## src/rtl/pipeline_register.sv

```systemverilog
// PLAR pipeline register: WIDTH-bit holding register with an active-low load strobe.
// Captures di on a rising edge when plar is low; reset has priority over load.
module pipeline_register #(
   parameter int unsigned         WIDTH       = 4,
   parameter logic [WIDTH-1:0]    RESET_VALUE = '0
) (
   input  logic             clk,
   input  logic             rst,
   input  logic [WIDTH-1:0] di,
   input  logic             plar,
   output logic [WIDTH-1:0] q
);

   // q carries the registered data out ("do" is a reserved word).
   always_ff @(posedge clk) begin
      if (rst) begin
         q <= RESET_VALUE;
      end else if (!plar) begin
         q <= di;
      end
   end

endmodule

```

## config.mk

```make
export PLATFORM = sky130hd
export DESIGN_NAME = pipeline_register
export DESIGN_NICKNAME = d
export VERILOG_FILES = /design/src/rtl/pipeline_register.sv
export SDC_FILE = /design/constraint.sdc
export NUM_CORES = 1
export LEC_CHECK = 0
export CORE_AREA = 8 8 45 47
export DETAILED_ROUTE_END_ITERATION = 12
export DIE_AREA = 0 0 53 55
export GPL_TIMING_DRIVEN = 0
export RECOVER_POWER = 50
export REMOVE_ABC_BUFFERS = 1
export SYNTH_ARGS = -nofsm -noshare
export SYNTH_HDL_FRONTEND = slang
export SYNTH_SLANG_ARGS = --single-unit
```

## constraint.sdc

```tcl
create_clock -name clk -period 0.8 [get_ports clk]
set_input_delay 0.08 -clock clk [delete_from_list [all_inputs] [get_ports clk]]
set_output_delay 0.08 -clock clk [all_outputs]
set_load 0.01 [all_outputs]
```

Word-level counts from Yosys, hierarchy flattened. Cells that the tools add are included. W data, S select, Z words.

Register bits: 4. Latch bits: 0. Memory bits (writable): 0. Memory bits (read-only): 0. Input bits: 7. Output and inout bits: 4. Word-level logic and storage cells: 1. Memories: 0.

Add/sub/neg operators: 0. $mul: 0. Div/mod/pow operators: 0. $lt $le $gt $ge: 0. Equality and inequality tests: 0. Shift-type cells: 0. Mux-type cells: 0. Bitwise gates (word level): 0. Reductions and logical operators: 0.

Longest topological paths before layout.
Word-level depth: 0. Depth in mapped cells: 3.

Worst setup path after synthesis. No wires, ideal clock.

Kind: register to register. From: register q[0] (netlist name). To: register q[0]. Library setup time: 0.114 ns. Data arrival time: 0.483 ns. Required time: 0.686 ns. Setup slack: 0.203 ns. Cell stages (with the launch flop): 3. Buffers on the path: 0. Period minus slack after synthesis: 0.597 ns. Cell sequence: dfxtp_1 mux2i_1 nor2_1.

RTL lines: to (signal assigned) (line 19) `q <= di;`; to (decl) (line 11) `output logic [WIDTH-1:0] q`.

Worst setup path after layout.
From: register q[2]. To: output q[2].

No word-level cell between the ends.

==> impl_results.md <==
- Clk buf depth: 2
- Vias in the first global route: 155
- Setup Fix Bufs, Post-CTS: 0
- DR pass1 iterations: 1
- WP buf/inv: 1
- Avg Inst Size Synth: 10.8 sq um
- Core Area: 1380 sq um
- Crit path largest cell delay: 0.31 ns
- Largest net degree at the start of global routing: 5
- Final Net Count: 34
- Core Util, Final: 0.188
- First-pass GRT wire length: 634 microns
- Reg clk slew, reported paths: 0.03 ns
- DR DRC count: 0
- Total grt overflow: 0
- M1 wire length: 173 microns
- Vias per cell: 3.27
- CP arrival: 0.67 ns
- Die Height: 55 microns
- Die area: 2920 sq um
- Synthesized area: 140 sq um
- Top delay family on crit path: flip-flops
- CTS buffer count: 3
- Average wire per standard cell: 9.71 microns
- Setup violators final: 0
- Final Max Slew Viols: 0
- Crit. End Element: primary output
- Max Cap Violations: 0
- Die Wd: 53 microns
- Setup slack, reg-to-reg: 0.20 ns
- Commonest cells after routing, fill and taps aside: clkdlybuf4s50_1 (5), mux2i_1 (4), nor2_1 (4), buf_2 (4)
- Initial antenna violation count: 0
- Post-synthesis sequential area ratio: 0.571
- R2R depth: 2
- RR Startpoint: q[1]
- PwrDens: 2030 nW/um^2
- Fin Clk Skew: 0 ns
- Leakage: 0.124 nW
- Slowest stage cell, crit path: dfxtp_1
- Critical-path cell list: buf_2
- Met2 WL: 129 microns
- CTS tree: done
- Largest reg by FF count: q
- RSZ-0062 raised after global routing: false
- 1st-iter DRT viols: 0
- Yosys warnings: 0
- VDD IR max: 0.350 mV
- Share of layout cells above drive strength 1: 0.400
- H-tree depth: 1
- Met3 Routed Length: 76 microns
- Slew headroom: 0.847
- GPL Wtd Cong: 0.693
- Antenna Violating Nets Remaining: 0
- CTS Sinks: 4
- Crit path kind: reg2out
- Largest registers: q (4)
- Placed Cells: 38
- Worst min path class: in2reg
- Ant diodes: 0
- Syn-to-layout area delta: 85.7%
- #FFs+latches synth: 4
- Final non-filler cell total: 41
- Count of different cell masters after synthesis: 4
- CP Depth: 1
- Post-layout total power: 528 uW
- Initial Utilization: 0.101
- I/O pin total: 11
- Outcome: finished clean
- Num rows: 14
- Crit path time final: 0.749 ns
- CP required: 0.72 ns
- Worst Setup EP: q[2]
- Startpoint types: flop
- Final critical-path share of the clock period: 0.936
- Max Fclk: 1340 MHz
- Worst-Skew Late Latency: 0.23 ns
- Worst Setup SP: q[2]
- Root buffer cell: clkbuf_4
- Crit Path Max Fanout: 2
- Tot GR Track Use: 0.0360
- Slew @ Worst Pin: 0.230 ns
- WL final: 398 microns
- # fillers: 172
- Fin. Hold Viols: 0
- Most common cell after layout, fill and taps aside: clkdlybuf4s50_1
- Post-Syn Instances: 13
- Vias: 134
- Max FFs per register: 4
- I/O Buffers: 10
- Critical R2R Capture: q[1]
- Highest routed layer: met4
metrics by stage:
stage,setup WS [ns],setup TNS [ns],area [sq um],hold slack (ns)
final,0.0510,0,260,0.389
after global routing,0.00201,0,260,0.421
after CTS,0.0269,0,256,0.395
after detailed placement,-0.284,-1.61,255,0.493
after global placement,-0.267,-1.54,255,0.485
after floorplan,0.203,0,135,0.152
layer usage:
metal  vias to the layer above  track usage
li1                         66            -
met4                         0       0.0905
met1                        54       0.0333
met2                        12       0.0293
met3                         2       0.0214
met5                         -            0
Yosys cell counts:
master,instances,area share
clkbuf_2,1,0.036
mux2i_1,4,0.29
nor2_1,4,0.11
dfxtp_1,4,0.57
worst min-delay path, stage by stage:
cell,delay [ns]
dlygate4sd2_1,0.32
mux2i_1,0.11
nor2_1,0.07
cell type report:
class	instances	area, sq um	share of cell area
clock buffers	3	22.5	0.0865
flip-flops and latches	4	83.8	0.322
multi-input cells	8	55.1	0.212
repair buffers	10	78.8	0.303
well taps	16	20.0	0.0769
cells by family after synthesis:
family / after synthesis / synth area share
buffers and inverters: 1 / 0.0357
DFF: 4 / 0.571
muxes: 4 / 0.286
and+or+nand+nor: 4 / 0.107
worst min path at each step:
stage | cells past startpoint | to | startpoint | slack, ns
2_1_floorplan | 1 | q[0] | rst | 0.15
3_3_place_gp | 2 | q[0] | q[0] | 0.49
3_5_place_dp | 2 | q[0] | q[0] | 0.49
4_1_cts | 3 | q[0] | plar | 0.39
5_1_grt | 3 | q[1] | plar | 0.42
6_report | 3 | q[0] | plar | 0.39
power by group:
group          internal, mW  switching [mW]  leakage, nW
clock network         0.167          0.0723       0.0138
logic                0.0430          0.0265       0.0761
registers             0.214         0.00487       0.0341
total                 0.425           0.104        0.124
what timing repair did:
action                                  CTS  global route
cloned                                    0             0
endpoints found under the setup margin    8             3
hold buffers                              0             0
gates resized for setup                  17             3
pin swaps                                 0             0
Note: power is estimated with default switching activity, not from simulation.
